$ cat src/rtl/io_periph_sequencer.sv
// Shares one begin/busy I/O peripheral between two requesters with round-robin arbitration and a write FIFO.
// Optional ack watchdog: define IO_SEQ_WATCHDOG_EN.
module io_periph_sequencer #(
    parameter int DATA_W      = 32,
    parameter int FIFO_DEPTH  = 4,
    parameter int ACK_TIMEOUT = 8
) (
    input  logic                          clock,
    input  logic                          reset_n,
    input  logic                          req0_valid,
    input  logic [DATA_W-1:0]             req0_data,
    output logic                          req0_ready,
    input  logic                          req1_valid,
    input  logic [DATA_W-1:0]             req1_data,
    output logic                          req1_ready,
    output logic [DATA_W-1:0]             periph_data,
    output logic                          periph_begin,
    input  logic [31:0]                   periph_state,
    output logic [$clog2(FIFO_DEPTH):0]   fifo_count,
    output logic                          seq_busy,
    output logic                          done_pulse,
    output logic                          err
);
    localparam int PTR_W = $clog2(FIFO_DEPTH);
    localparam int CNT_W = PTR_W + 1;

    typedef enum logic [1:0] {IDLE, ISSUE, WAIT_ACK, WAIT_DONE} state_t;

    // Handshake: a word transfers on a rising edge where valid and ready are both high;
    // ready depends only on registered count, the RR pointer and both valids.
    state_t              state;
    logic [DATA_W-1:0]   mem [FIFO_DEPTH];
    logic [PTR_W-1:0]    head;
    logic [PTR_W-1:0]    tail;
    logic                rr_ptr;
    logic                full;
    logic                empty;
    logic                contested;
    logic                push;
    logic                pop;
    logic                busy_in;
    logic [DATA_W-1:0]   push_data;
    logic                state_unused;

    assign busy_in      = periph_state[0];
    assign state_unused = ^periph_state[31:1];

    assign full       = (fifo_count == CNT_W'(FIFO_DEPTH));
    assign empty      = (fifo_count == '0);
    assign req0_ready = !full && req0_valid && (!req1_valid || !rr_ptr);
    assign req1_ready = !full && req1_valid && (!req0_valid || rr_ptr);
    assign contested  = !full && req0_valid && req1_valid;
    assign push       = req0_ready || req1_ready;
    assign push_data  = req0_ready ? req0_data : req1_data;
    // Never start while the peripheral reports busy; it has no reset of its own.
    assign pop        = (state == IDLE) && !empty && !busy_in;
    assign seq_busy   = !empty || (state != IDLE);

    always_ff @(posedge clock) begin
        if (push) begin
            mem[tail] <= push_data;
        end
    end

    always_ff @(posedge clock or negedge reset_n) begin
        if (!reset_n) begin
            head       <= '0;
            tail       <= '0;
            fifo_count <= '0;
            rr_ptr     <= 1'b0;
        end else begin
            if (push) begin
                tail <= tail + 1'b1;
            end
            if (pop) begin
                head <= head + 1'b1;
            end
            if (contested) begin
                rr_ptr <= ~rr_ptr;
            end
            case ({push, pop})
                2'b10:   fifo_count <= fifo_count + 1'b1;
                2'b01:   fifo_count <= fifo_count - 1'b1;
                default: fifo_count <= fifo_count;
            endcase
        end
    end

`ifdef IO_SEQ_WATCHDOG_EN
    localparam int WD_W = (ACK_TIMEOUT > 1) ? $clog2(ACK_TIMEOUT) : 1;
    logic [WD_W-1:0] wd_cnt;
`else
    logic wd_limit_unused;
    assign wd_limit_unused = (ACK_TIMEOUT > 0);
    assign err             = 1'b0;
`endif

    always_ff @(posedge clock or negedge reset_n) begin
        if (!reset_n) begin
            state        <= IDLE;
            periph_data  <= '0;
            periph_begin <= 1'b0;
            done_pulse   <= 1'b0;
`ifdef IO_SEQ_WATCHDOG_EN
            wd_cnt       <= '0;
            err          <= 1'b0;
`endif
        end else begin
            periph_begin <= 1'b0;
            done_pulse   <= 1'b0;
            case (state)
                IDLE: begin
                    if (pop) begin
                        periph_data  <= mem[head];
                        periph_begin <= 1'b1;
                        state        <= ISSUE;
                    end
                end
                ISSUE: begin
                    state <= WAIT_ACK;
`ifdef IO_SEQ_WATCHDOG_EN
                    wd_cnt <= '0;
`endif
                end
                WAIT_ACK: begin
                    if (busy_in) begin
                        state <= WAIT_DONE;
`ifdef IO_SEQ_WATCHDOG_EN
                    end else if (wd_cnt == WD_W'(ACK_TIMEOUT - 1)) begin
                        // Peripheral never acknowledged: drop the word and flag it.
                        state <= IDLE;
                        err   <= 1'b1;
                    end else begin
                        wd_cnt <= wd_cnt + 1'b1;
`endif
                    end
                end
                WAIT_DONE: begin
                    if (!busy_in) begin
                        state      <= IDLE;
                        done_pulse <= 1'b1;
                    end
                end
                default: state <= IDLE;
            endcase
        end
    end
endmodule

$ cat config.mk
export PLATFORM = sky130hd
export DESIGN_NAME = io_periph_sequencer
export DESIGN_NICKNAME = d
export VERILOG_FILES = /design/src/rtl/io_periph_sequencer.sv
export SDC_FILE = /design/constraint.sdc
export NUM_CORES = 1
export LEC_CHECK = 0
export CAP_MARGIN = 20
export CORE_UTILIZATION = 35
export DETAILED_ROUTE_END_ITERATION = 10
export GPL_TIMING_DRIVEN = 0
export SKIP_LAST_GASP = 1
export SLEW_MARGIN = 10
export SYNTH_ARGS = -nofsm -noshare
export SYNTH_HDL_FRONTEND = slang
export SYNTH_SLANG_ARGS = --single-unit
$ cat constraint.sdc
create_clock -name clock -period 2.4 [get_ports clock]
set_clock_uncertainty 0.05 [all_clocks]
set_input_delay 0.36 -clock clock [delete_from_list [all_inputs] [get_ports clock]]
set_output_delay 0.36 -clock clock [all_outputs]
set_load 0.01 [all_outputs]
======== Yosys cells after proc, flatten, opt, wreduce, memory -nomap -nowiden ========
Memory sizes are Yosys's and may differ from the RTL's. A register that Yosys moved wholly into a read port is not among the register bits.
Cells that the tools add are included.
word-level totals
  bits in registers ....................... 12
  RAM bits ................................ 128
  bits of input ports ..................... 100
  output and inout port bits .............. 41
  word-level logic and storage cells ...... 58
  memories ................................ 1
memories
  name  words  bits a word  rd ports  clocked after memory_dff  write ports  RTL line  source
  mem   4      32           1         1                         1            32        logic [DATA_W-1:0] mem [FIFO_DEPTH];
cells by class
  $add $sub $neg .......................... 4
  equal/unequal tests ..................... 9
  multiplexer cells ....................... 12
  bitwise gates (word level) .............. 1
  reduce and logical (&&, ||, !) cells .... 24
operators with widths
  cell                                              number
  2-to-1 mux 32 bit                                 1
  case mux 2 bit (4 select lines)                   1
  logical AND 1 bit                                 7
  logical NOT 1 bit                                 7
  == test 2 bit, second input constant              3
  2-to-1 mux 1 bit                                  6
  2-to-1 mux 2 bit                                  3
  inequality test 2 bit, second input constant      3
  case mux 3 bit (2 select lines)                   1
  adder 2 x 1 -> 2 bit, second input constant       2
  == test 2 x 1 -> 1 bit, second input constant     2
  logical OR 1 bit                                  4
  nonzero test 2 bit                                2
  adder 3 x 1 -> 3 bit, second input constant       1
  == test 3 bit, second input constant              1
  logical NOT 3 bit                                 1
  AND reduction 3 bit                               1
  subtractor 3 x 1 -> 3 bit, second input constant  1
  logical NOT 2 bit                                 1
  AND reduction 2 bit                               1
  NOT 1 bit                                         1

======== Depth between registers and ports, before layout ========
  word-level depth ........................ 7
  mapped depth ............................ 10

======== Worst setup path before layout ========
No wires, ideal clock.
  path type ............................... register to register
  from .................................... register state[0]
  to ...................................... register fifo_count[2]
  library setup time ...................... 0.079 ns
  arrival ................................. 2.248 ns
  data required time ...................... 2.271 ns
  setup slack ............................. 0.023 ns
  cell stages (with the launch flop) ...... 11
  buffers on the path ..................... 1
  period minus slack after synthesis ...... 2.377 ns
  cell sequence ........................... dfrtp_1 > inv_1 > ha_1 > nor3b_4 > buf_6 > ha_1 > inv_1 > fa_1 > xor2_1 > nor2_1 > xor2_1
on the way
  word-level cells in the longest chain between the ends .. 5
ends and longest elaborated chain
  item                                                                          RTL line  source
  start: declaration                                                            31        state_t state;
  start signal: assignment                                                      100       state <= IDLE;
  start signal: assignment                                                      116       state <= ISSUE;
  start signal: assignment                                                      120       state <= WAIT_ACK;
  logical NOT 2 bit *                                                           56        assign pop = (state == IDLE) && !empty && !busy_in;
  logical AND 1 bit * (2 in series)                                             56
  via pop                                                                       40        logic pop;
  == test 2 x 1 -> 1 bit / == test 2 bit (equally long branches)                81        case ({push, pop})
  case mux 3 bit (2 select lines) / nonzero test 2 bit (equally long branches)  -
  end signal: assignment                                                        82        2'b10: fifo_count <= fifo_count + 1'b1;
  end signal: assignment                                                        83        2'b01: fifo_count <= fifo_count - 1'b1;
  end signal: assignment                                                        84        default: fifo_count <= fifo_count;
  end: declaration                                                              19        output logic [$clog2(FIFO_DEPTH):0] fifo_count,
The timed path passes the listed nets; every way through them passes the cells marked *.
A chain may end at the register's enable or synchronous reset.

======== Final worst setup path ========
Same ends and word-level chain as after synthesis.

==> impl_metrics.py <==
metrics = {
    "status": {
        "status": "finished, final reports clean",
    },
    "grt": {
        "grt_use_met3_pct": 3.37,
        "top_usage_layer": "met2",
        "grt_pass1_vias": 3786,
        "grt_max_degree": 31,
        "gr-usage-met1_pct": 18.1,
        "grt_usage_pct": 14.5,
        "grt_overflow": 0,
        "antenna_found_initial": 0,
        "use_met2_pct": 25.1,
        "grt_pass1_wl_um": 21000,
    },
    "finish": {
        "final_area_um2": 9190,
        "layout.cells.non_filler": 756,
        "synthToLayoutAreaGrowth_pct": 31.4,
        "post-route-util_pct": 47.1,
        "fin_nets": 588,
        "drive_gt1_share_pct": 27.3,
        "antenna-diode-count": 0,
    },
    "critical_path": {
        "crit_type": "register to register",
        "end_kind": "register",
        "startpoint_type": "register",
        "path_cells": "inv_1 > ha_2 > nor3b_4 > buf_6 > ha_1 > inv_1 > fa_1 > xor2_1 > nor2_1 > xor2_1",
        "slowest_delay_ps": 410,
        "worstPathRequired_ps": 2690,
        "crit_slowest_cell": "dfrtp_1",
        "path_max_fanout": 6,
        "critPathArrivalTime_ps": 2670,
    },
    "floorplan": {
        "dieArea_um2": 20600,
        "num_rows": 51,
        "ios": 141,
        "start_util_pct": 35.8,
        "coreArea_um2": 19500,
        "dieWidth_um": 143,
        "dieHeight_um": 143,
    },
    "synthesis": {
        "synth_edf_count": 128,
        "yosysTopAreaCell": "edfxtp_1",
        "yosysWarnings": 0,
        "yosys_most_used_dff": "edfxtp_1",
        "async_flop_share_pct": 25.6,
        "synth_fp_nets": 449,
        "ys_ff_latch": 172,
        "synth_most_common_cell": "edfxtp_1",
        "synth_cell_types": 34,
        "netlist_instances": 339,
        "ys_top_cells_by_area": "edfxtp_1 55%, dfrtp_1 16%, mux4_2 10%",
        "syn_area_per_cell_um2": 20.6,
        "synth_top_area_share_pct": 55.0,
        "synthTopCellsByCount": "128 x edfxtp_1, 44 x dfrtp_1, 32 x mux4_2",
        "ys_seq_area_share_pct": 70.7,
        "synth_area_um2": 6990,
    },
    "place": {
        "place_area_um2": 8530,
        "port_buffers": 107,
        "hpwl_um": 8910,
        "dp.cells": 716,
        "place_congestion": 0.641,
    },
    "power_and_ir_drop": {
        "leakage_nw": 3.30,
        "total_power_mw": 11.7,
        "power_density_nw_per_um2": 1270,
        "ir_worst_vdd_v": 0.000603,
    },
    "cts": {
        "cts_tree": "built",
        "cts.sinks": 172,
        "cts_made_buffers": 17,
        "cts.clk_slew.worst_paths_ps": 70,
        "clockRootBuffer": "clkbuf_16",
        "cts_buffer_depth": 2,
        "h-tree-depth": 4,
        "clock_latency_ps": 410,
    },
    "sta": {
        "post-route-period-util_pct": 99.0,
        "setup_viol": 0,
        "slew_headroom_pct": 54.5,
        "tns_ps": 0,
        "hold_viol": 0,
        "tightest_slew_ps": 682,
        "final_max_slew_viol_count": 0,
        "fin_crit_ps": 2380,
        "rsz0062_at_grt": "true",
        "fmax_mhz": 421,
    },
    "routing": {
        "wl_per_cell_um": 18.0,
        "drt_wl_total_um": 13600,
        "drt_iter0_drc": 168,
        "avgViaCountPerCell": 4.62,
        "ant_nets": 0,
        "via_count": 3491,
        "drc": 0,
        "dr.pass1.iters": 4,
    },
    "hold_path": {
        "hp-class": "primary input to register",
    },
    "job": {
        "max_cap_violations": 0,
    },
}
==> power breakdown <==
part	total (mW)	switching, mW	leakage [nW]	internal, mW
clock network	2.67	1.08	0.287	1.59
registers	4.81	0.342	1.71	4.47
logic	4.20	1.89	1.31	2.31
==> cell families after synthesis <==
group                      Yosys count  share of synthesized area (%)
AOI/OAI and AO/OA                    5                          0.519
adders and majority gates           10                           1.90
xor gates and xnor gates             7                          0.877
muxes                               99                           21.5
DFF                                172                           70.7
buffers and inverters               25                           2.52
and+or+nand+nor                     20                           1.91
other                                1                         0.0536
==> registers in the layout, indices dropped and copies added, names as in the netlist <==
signal	count
mem	128
periph_data	32
fifo_count	3
head	2
state	2
tail	2
done_pulse	1
periph_begin	1
rr_ptr	1
==> critical path, delay by kind of cell, from the launching register on <==
family | cells | cell delay, ps
buf+inv | 3 | 330
fa+ha+maj | 3 | 780
simple gates | 2 | 410
xor+xnor | 2 | 310
flops | 1 | 410
==> path summary, 6_finish.rpt <==
check	cells after the start	from	endpoint	slack, ps
min in group asynchronous	2	reset_n	periph_data[5]	390
max reg2reg	10	state[0]	fifo_count[2]	20
min	2	periph_state[0]	done_pulse	180
max in group asynchronous	3	reset_n	head[0]	1390
max	10	state[0]	fifo_count[2]	20
min reg2reg	1	rr_ptr	rr_ptr	450
==> per-layer routing <==
| layer | part of all wire (%) | routed length (um) |
|---|---|---|
| met1 | 43 | 5870 |
| met2 | 51 | 6910 |
| met3 | 5.0 | 676 |
| met4 | 0.98 | 133 |
| met5 | 0 | 0 |
==> area by class of cell <==
class | count | area (um^2)
plain buffers | 16 | 151
multi-input cells | 142 | 1890
fillers | 1701 | 10300
repair buffers | 120 | 1260
clock inverters | 11 | 119
well taps | 265 | 332
inverters | 9 | 33.8
clock buffers | 21 | 460
flip-flops and latches | 172 | 4940
==> timing repair <==
item,in CTS,in global routing
hold buffers,1,0
resized for setup,5,1
hold endpoints to repair,14,0
setup buffers,6,1
endpoints found under the setup margin,3,2
==> cell usage in the layout, fill, tap and decap left out, types with 5 or more instances in the layout <==
cell type          n
edfxtp_1         128
inv_1              9
buf_4              8
dfrtp_1           44
ha_1               8
mux2_1            31
clkbuf_16         17
mux2_2            28
clkinv_2           5
mux4_2            32
mux2_4             8
clkdlybuf4s50_1  105
buf_6              9
==> through the flow <==
stage | hold slack (ps) | worst slack (ps)
floorplan | 14.4 | 22.8
global placement | 428 | -712
detailed placement | 283 | -434
CTS | 163 | -52.3
global route | 184 | -130
finish | 178 | 23.0
Note: power is estimated with default switching activity, not from simulation.
